--- src/rtl/bayer_frame_sequencer.sv ---
// bayer_frame_sequencer
// Walks a raw Bayer frame in raster order. For each pixel it fetches the
// edge-clamped 3x3 neighbourhood one byte per cycle, then holds the packed
// matrix and Bayer region on the ALU while alu_start is high. Once alu_done
// is seen it writes the grey result back, one write per pixel.
//
// Ports
//   clk, reset             system clock, synchronous active-high reset
//   go, busy, frame_done   decoder handshake (go is sampled only in IDLE)
//   rd_en, rd_addr,        source memory; rd_data is valid one cycle
//   rd_data                after rd_en
//   alu_matrix, alu_region ALU operands; byte (ky,kx) at [40*ky+8*kx +:8]
//   alu_start, alu_done,   ALU handshake; dropping alu_start clears the ALU
//   alu_result
//   wr_en, wr_addr,        destination buffer write port
//   wr_data
//
// state   | meaning
// --------+-----------------------------------------------------------
// IDLE    | waiting for go
// FETCH   | issue reads k=0..8, capture byte k-1 from the previous read
// CAPTURE | capture byte 8, raise alu_start
// RUN     | hold matrix/region until alu_done, then latch alu_result
// WRITE   | single write strobe, advance x/y
// DONE    | frame_done pulse, back to IDLE
module bayer_frame_sequencer #(
   parameter int WIDTH  = 160,
   parameter int HEIGHT = 120,
   parameter int ADDR_W = 15
) (
   input  logic              clk,
   input  logic              reset,
   input  logic              go,
   output logic              busy,
   output logic              frame_done,
   output logic              rd_en,
   output logic [ADDR_W-1:0] rd_addr,
   input  logic [7:0]        rd_data,
   output logic [199:0]      alu_matrix,
   output logic [1:0]        alu_region,
   output logic              alu_start,
   input  logic              alu_done,
   input  logic [7:0]        alu_result,
   output logic              wr_en,
   output logic [ADDR_W-1:0] wr_addr,
   output logic [7:0]        wr_data
);

   localparam int XW = (WIDTH  > 2) ? $clog2(WIDTH)  : 1;
   localparam int YW = (HEIGHT > 2) ? $clog2(HEIGHT) : 1;

   typedef enum logic [2:0] {
      S_IDLE, S_FETCH, S_CAPTURE, S_RUN, S_WRITE, S_DONE
   } state_t;

   state_t          state;
   logic [XW-1:0]   x;
   logic [YW-1:0]   y;
   logic [3:0]      k;
   logic [7:0]      nb [0:8];
   logic            last_x, last_y;

   assign last_x = (x == XW'(WIDTH - 1));
   assign last_y = (y == YW'(HEIGHT - 1));

   // Coordinates are clamped before the multiply, so the address can never
   // leave the frame.
   function automatic logic [ADDR_W-1:0] fetch_addr(input logic [XW-1:0] px,
                                                     input logic [YW-1:0] py,
                                                     input logic [3:0]    kk);
      logic [3:0]  kx, ky;
      logic [31:0] cx, cy;
      ky = kk / 4'd3;
      kx = kk % 4'd3;
      cx = 32'(px);
      cy = 32'(py);
      if (kx == 4'd0 && px != '0)                     cx = cx - 32'd1;
      else if (kx == 4'd2 && px != XW'(WIDTH - 1))    cx = cx + 32'd1;
      if (ky == 4'd0 && py != '0)                     cy = cy - 32'd1;
      else if (ky == 4'd2 && py != YW'(HEIGHT - 1))   cy = cy + 32'd1;
      return ADDR_W'(cy * 32'(WIDTH) + cx);
   endfunction

   // Bytes outside the 3x3 are hard-wired to zero.
   always_comb begin
      alu_matrix = '0;
      for (int ky = 0; ky < 3; ky++)
         for (int kx = 0; kx < 3; kx++)
            alu_matrix[40*ky + 8*kx +: 8] = nb[3*ky + kx];
   end

   always_ff @(posedge clk) begin
      if (reset) begin
         state      <= S_IDLE;
         busy       <= 1'b0;
         frame_done <= 1'b0;
         rd_en      <= 1'b0;
         rd_addr    <= '0;
         alu_region <= '0;
         alu_start  <= 1'b0;
         wr_en      <= 1'b0;
         wr_addr    <= '0;
         wr_data    <= '0;
         x          <= '0;
         y          <= '0;
         k          <= '0;
         for (int i = 0; i < 9; i++) nb[i] <= '0;
      end else begin
         frame_done <= 1'b0;
         wr_en      <= 1'b0;
         unique case (state)
            S_IDLE: begin
               if (go) begin
                  state   <= S_FETCH;
                  busy    <= 1'b1;
                  x       <= '0;
                  y       <= '0;
                  k       <= '0;
                  rd_en   <= 1'b1;
                  rd_addr <= fetch_addr('0, '0, 4'd0);
               end
            end
            S_FETCH: begin
               if (k != 4'd0) nb[k - 4'd1] <= rd_data;
               if (k == 4'd8) begin
                  rd_en <= 1'b0;
                  state <= S_CAPTURE;
               end else begin
                  k       <= k + 4'd1;
                  rd_addr <= fetch_addr(x, y, k + 4'd1);
               end
            end
            S_CAPTURE: begin
               nb[8]      <= rd_data;
               alu_region <= {y[0], x[0]};
               alu_start  <= 1'b1;
               state      <= S_RUN;
            end
            S_RUN: begin
               if (alu_done) begin
                  wr_data   <= alu_result;
                  alu_start <= 1'b0;
                  wr_en     <= 1'b1;
                  wr_addr   <= ADDR_W'(32'(y) * 32'(WIDTH) + 32'(x));
                  state     <= S_WRITE;
               end
            end
            S_WRITE: begin
               k <= '0;
               if (last_x && last_y) begin
                  x          <= '0;
                  y          <= '0;
                  busy       <= 1'b0;
                  frame_done <= 1'b1;
                  state      <= S_DONE;
               end else begin
                  rd_en <= 1'b1;
                  state <= S_FETCH;
                  if (last_x) begin
                     x       <= '0;
                     y       <= y + 1'b1;
                     rd_addr <= fetch_addr('0, y + 1'b1, 4'd0);
                  end else begin
                     x       <= x + 1'b1;
                     rd_addr <= fetch_addr(x + 1'b1, y, 4'd0);
                  end
               end
            end
            S_DONE: begin
               state <= S_IDLE;
            end
            default: begin
               state <= S_IDLE;
            end
         endcase
      end
   end

endmodule
--- config.mk ---
export PLATFORM = sky130hd
export DESIGN_NAME = bayer_frame_sequencer
export DESIGN_NICKNAME = d
export VERILOG_FILES = /design/src/rtl/bayer_frame_sequencer.sv
export SDC_FILE = /design/constraint.sdc
export NUM_CORES = 1
export LEC_CHECK = 0
export CAP_MARGIN = 20
export CORE_ASPECT_RATIO = 0.7
export CORE_UTILIZATION = 54
export DETAILED_ROUTE_END_ITERATION = 12
export PLACE_DENSITY_LB_ADDON = 0.05
export REMOVE_ABC_BUFFERS = 1
export SLEW_MARGIN = 20
export SYNTH_ARGS = -nofsm -noshare
export SYNTH_HDL_FRONTEND = slang
export SYNTH_SLANG_ARGS = --single-unit
--- constraint.sdc ---
create_clock -name clk -period 16.7 [get_ports clk]
set_input_delay 1.67 -clock clk [delete_from_list [all_inputs] [get_ports clk]]
set_output_delay 1.67 -clock clk [all_outputs]
set_load 0.02 [all_outputs]
After elaboration in Yosys (flattened, before gate mapping)
Memory sizes are Yosys's and may differ from the RTL's.
Cells that the tools add are included.
Operators by class
  add/sub/neg operators: 13
  multipliers: 4
  divide/modulo/power cells: 2
  equal/unequal tests: 18
  muxes and demuxes: 69
  bitwise gates (word level): 3
  reduce and logical (&&, ||, !) cells: 28
Operators with widths (count)
  32-bit two-way mux: 14
  15-bit two-way mux: 13
  32-bit by 3-bit multiplier with 10-bit output, second input constant: 3
  8-bit two-way mux: 6
  15-bit case mux with 3 select lines: 1
  15-bit adder: 2
  7-bit two-way mux: 3
  8-bit by 1-bit subtractor with 9-bit output, second input constant: 2
  1-bit two-way mux: 17
  8-bit case mux with 2 select lines: 1
  8-bit nonzero test: 2
  7-bit by 1-bit subtractor with 8-bit output, second input constant: 2
  15-bit by 8-bit adder with 15-bit output: 1
  3-bit case mux with 5 select lines: 1
  7-bit case mux with 2 select lines: 1
  7-bit nonzero test: 2
  3-bit two-way mux: 4
  4-bit two-way mux: 3
  2-bit inequality test, second input constant: 6
  4-bit case mux with 3 select lines: 1
  3-bit AND reduction: 4
  7-bit by 3-bit multiplier with 10-bit output, second input constant: 1
  8-bit by 1-bit adder with 9-bit output, second input constant: 1
  9-bit two-way mux: 1
  other kinds (31): 45
Word-level totals
  register bits after elaboration: 67
  RAM bits: 72
  bits of input ports: 20
  output and inout bits: 245
  word-level logic and storage cells: 151
  memories kept: 1
Memory list
  nb: depth 9, bits a word 8, rd ports 9, clocked after Yosys merged registers in 0, write ports 9, line 60  | logic [7:0] nb [0:8];

Logic depth before layout (Yosys ltp)
  depth in word-level cells: 13
  mapped depth: 30
  depth with buffers taken out: 29

Worst setup path before layout
OpenSTA, ideal clock, no wires.
  kind: register -> register
  start: register k[0]
  end: register rd_addr[14]
  library setup time: 0.091 ns
  arrival: 5.807 ns
  required time: 16.609 ns
  slack: 10.802 ns
  cell stages (with the launch flop): 28
  buffers on the path: 1
  period minus slack after synthesis: 5.898 ns
  path through: dfxtp_1 -> clkbuf_1 -> inv_1 -> ha_1 -> ha_1 -> inv_1 -> ha_1 -> o21ai_2 -> xor2_1 -> ha_1 -> a2111oi_4 -> nand3_1 -> o21ai_0 -> mux2i_1 -> a21oi_1 -> ha_1 -> ha_1 -> fa_1 -> ha_1 -> nand3_1 -> o211ai_1 -> o21ai_0 -> nand2b_1 -> a21oi_1 -> o21ai_0 -> xnor2_1 -> nand2_1 -> a311oi_1
On the way
  cells in the longest elaborated chain, start to end: 13
  elaborated cells on any way between the ends: 28
  those cells by class: 2 x add/sub; 1 x mul; 2 x div; 4 x eq/ne; 12 x mux; 7 x reduce/logical
Ends and longest elaborated chain
  from (decl): line 59  | logic [3:0] k;
  from (signal assigned): line 129  | k <= k + 4'd1;
  4-bit by 1-bit adder with 4-bit output: line 130  | rd_addr <= fetch_addr(x, y, k + 4'd1);
  4-bit by 2-bit divider with 4-bit output: line 73  | ky = kk / 4'd3;
  4-bit by 2-bit == test with 1-bit output: line 80  | else if (ky == 4'd2 && py != YW'(HEIGHT - 1)) cy = cy + 32'd1;
  1-bit logical AND: line 80
  8-bit two-way mux: line 80
  32-bit two-way mux: line 79  | if (ky == 4'd0 && py != '0) cy = cy - 32'd1;
  32-bit two-way mux: line 125  | if (k == 4'd8) begin
  32-bit two-way mux: line 111  | unique case (state)
  32-bit two-way mux: line 93  | if (reset) begin
  32-bit by 3-bit multiplier with 10-bit output: line 81  | return ADDR_W'(cy * 32'(WIDTH) + cx);
  15-bit adder: line 81
  15-bit two-way mux: line 125
  15-bit case mux with 3 select lines: line 111
  to (signal assigned): line 120  | rd_addr <= fetch_addr('0, '0, 4'd0);
  to (signal assigned): line 130
  to (signal assigned): line 162  | rd_addr <= fetch_addr('0, y + 1'b1, 4'd0);
  to (decl): line 37  | output logic [ADDR_W-1:0] rd_addr,
Several ways; a longest one is shown, not always the timed one. The select of a mux whose other input is x is not followed.
A chain may end at the register's enable or synchronous reset.

Final worst setup path
Ends and elaborated chain as after synthesis.

==> out/metrics.cfg <==
[synth]
yosysSeqAreaShare=0.350
synth_edf_count=72
synth.avg_cell_area_um2=8.86
synthDistinctLibCells=68
ys_async_sr_fraction=0
syn_inst=1131
synth_seq_cells=139
netlist_area_um2=10000
yosys_warnings=0
ys.flop_type=edfxtp_1
synth_area_leader_cell=edfxtp_1
synth_top_area_frac=0.216
ys_top_cells_by_area=edfxtp_1 (22%), dfxtp_1 (13%), ha_1 (10%)

[clocking]
clk-insertion-delay-late_ps=430
hold_buffers=0
cts_resized=0
cts_made_buffers=17
htreeDepth=4
numClockSinks=139
clk_pin_slew_ps=70
post_cts_buffers=0
root_buffer=clkbuf_16
cts.path.max_buffers=2
cts_tree=yes

[detailed_routing]
ant_nets=0
drc=0
initialDrtViolationCount=772
viasPerCell=5.36
vias=8044
dr.pass1.iters=5
finalWirelength_um=25100
wl_per_cell_um=16.7

[place]
routabilityCongestion=0.922
placed_cell_area_um2=11100
io_buffers=136
dp_cells=1469
dp_hpwl_um=18900

[global_route]
grt_antenna_before_repair=1
grt_usage=0.262
grt_pass1_wl_um=38000
gr-total-overflow=0
grt_pass1_vias=6831
grt_max_degree=47

[timing]
final_hold_viol_count=0
hold_slack_ps=454
period_share=0.410
finalClockSkew_ps=20.1
worst_slew_pin_slew_ps=1100
setup-tns-final_ps=0
slew_headroom=0.268
finalSetupViolCount=0
layout_min_cycle_time_ps=6850
grt_setup_unrepaired=no
fmax_mhz=146
drv_slew=0

[pwr]
max-vdd-ir-drop_v=0.0000560
powerDensity_nw_per_um2=74.3
p_total_uw=865
power_leakage_uw=0.00504

[critical_path]
cpMaxStageDelayCell=dfxtp_1
worst_ep_arrival_time_ps=7180
cp_top_family=adder cells
slowest_delay_ps=660
critPathKind=flop to flop
cp.buffers_inverters=2
cp-end-kind=flop
required_ps=17040
cp-start-kind=flop
crit_top_cell=ha_1
crit_path_max_fanout=16

[final_layout]
drive_gt1_frac=0.0522
final_area_um2=11700
finalNonFillerCells=1502
final_nets=1360
area_growth_pct=16.3

[floorplan]
dieWidth_um=165
design.die.area_um2=19100
start_util=0.553
core-area_um2=18100
num_rows=41
die_h_um=116
pin_count=265

[run_status]
status=completed

[min_path]
holdCritPathClass=flop to flop

[flow_run]
maxCapViolCount=0

## cell families (layout without fill, tap and decap cells)
family | count (synthesis) | in the layout | share of synthesized area
buf+inv | 215 | 211 | 0.130
compound gates | 228 | 228 | 0.146
mux | 10 | 10 | 0.0105
xor+xnor | 63 | 63 | 0.0551
flops | 139 | 139 | 0.350
other cells | 1 | 140 | 0.000374
fa+ha+maj | 88 | 88 | 0.115
simple gates | 387 | 387 | 0.194
## routing by layer
| metal | track usage | up-vias | wire (um) |
|---|---|---|---|
| li1 | - | 3924 | - |
| met1 | 0.407 | 3755 | 12600 |
| met2 | 0.359 | 342 | 10200 |
| met3 | 0.0583 | 23 | 2040 |
| met4 | 0.0648 | 0 | 344 |
| met5 | 0 | - | 0 |
## synth_stat cells (15+ instances only)
cell type and instances:
a211oi_1 19, edfxtp_1 72, clkbuf_1 41, a21oi_1 92
dfxtp_1 67, a21o_1 15, buf_4 128, and2_1 79
xor2_1 15, nand3_1 20, nand2_1 82, xnor2_1 48
o21ai_0 32, ha_1 81, inv_1 37, nor2_1 107
## sequential cells by signal, indices dropped and copies added (netlist names), 3 cells and up
signal   cells
nb          72
y            7
wr_addr     15
x            8
rd_addr     15
wr_data      8
state        3
k            4
## cell type report
| cell class | count | area [um2] |
|---|---|---|
| Antenna cell | 1 | 2.50 |
| Clock buffer | 18 | 429 |
| Clock inverter | 14 | 124 |
| Fill cell | 1544 | 6460 |
| Inverter | 37 | 139 |
| Multi-Input combinational cell | 915 | 5760 |
| Sequential cell | 139 | 3500 |
| Tap cell | 236 | 295 |
| Timing Repair Buffer | 142 | 1400 |
## worst reg2reg max path: cells and delay by family (launching register included)
| family | cells | cell delay [ps] |
|---|---|---|
| compound gates | 10 | 2380 |
| simple gates | 5 | 710 |
| fa+ha+maj | 8 | 2430 |
| xor+xnor | 2 | 360 |
| mux | 1 | 90 |
| buf+inv | 2 | 120 |
| flops | 1 | 660 |
## final timing paths
kind,slack [ps],depth (start not counted),end,from
min reg2reg,450,2,wr_addr[4],wr_addr[4]
max reg2reg,9850,28,rd_addr[14],k[0]
min,450,2,wr_addr[4],wr_addr[4]
max,9850,28,rd_addr[14],k[0]
## stage by stage
stage,setup WS (ps),util
floorplan,10620,-
global placement,10100,0.612
detailed placement,9890,0.612
CTS,9870,0.642
global route,9210,0.643
finish,9850,0.643
## power breakdown
group	total (uW)	switching [uW]	internal, uW
registers	376	6.46	370
logic	131	90.0	40.8
clock network	358	163	195
## layout by cell type, fill, tap and decap left out, types with 17 or more instances in the layout
cell / count
and2_1: 79
ha_1: 81
inv_1: 37
edfxtp_1: 72
nor2_1: 107
a211oi_1: 19
nand3_1: 20
a21oi_1: 92
conb_1: 139
xnor2_1: 48
clkbuf_16: 17
dfxtp_1: 67
nand2_1: 82
o21ai_0: 32
clkdlybuf4s50_1: 135
Note: power is estimated with default switching activity, not from simulation.
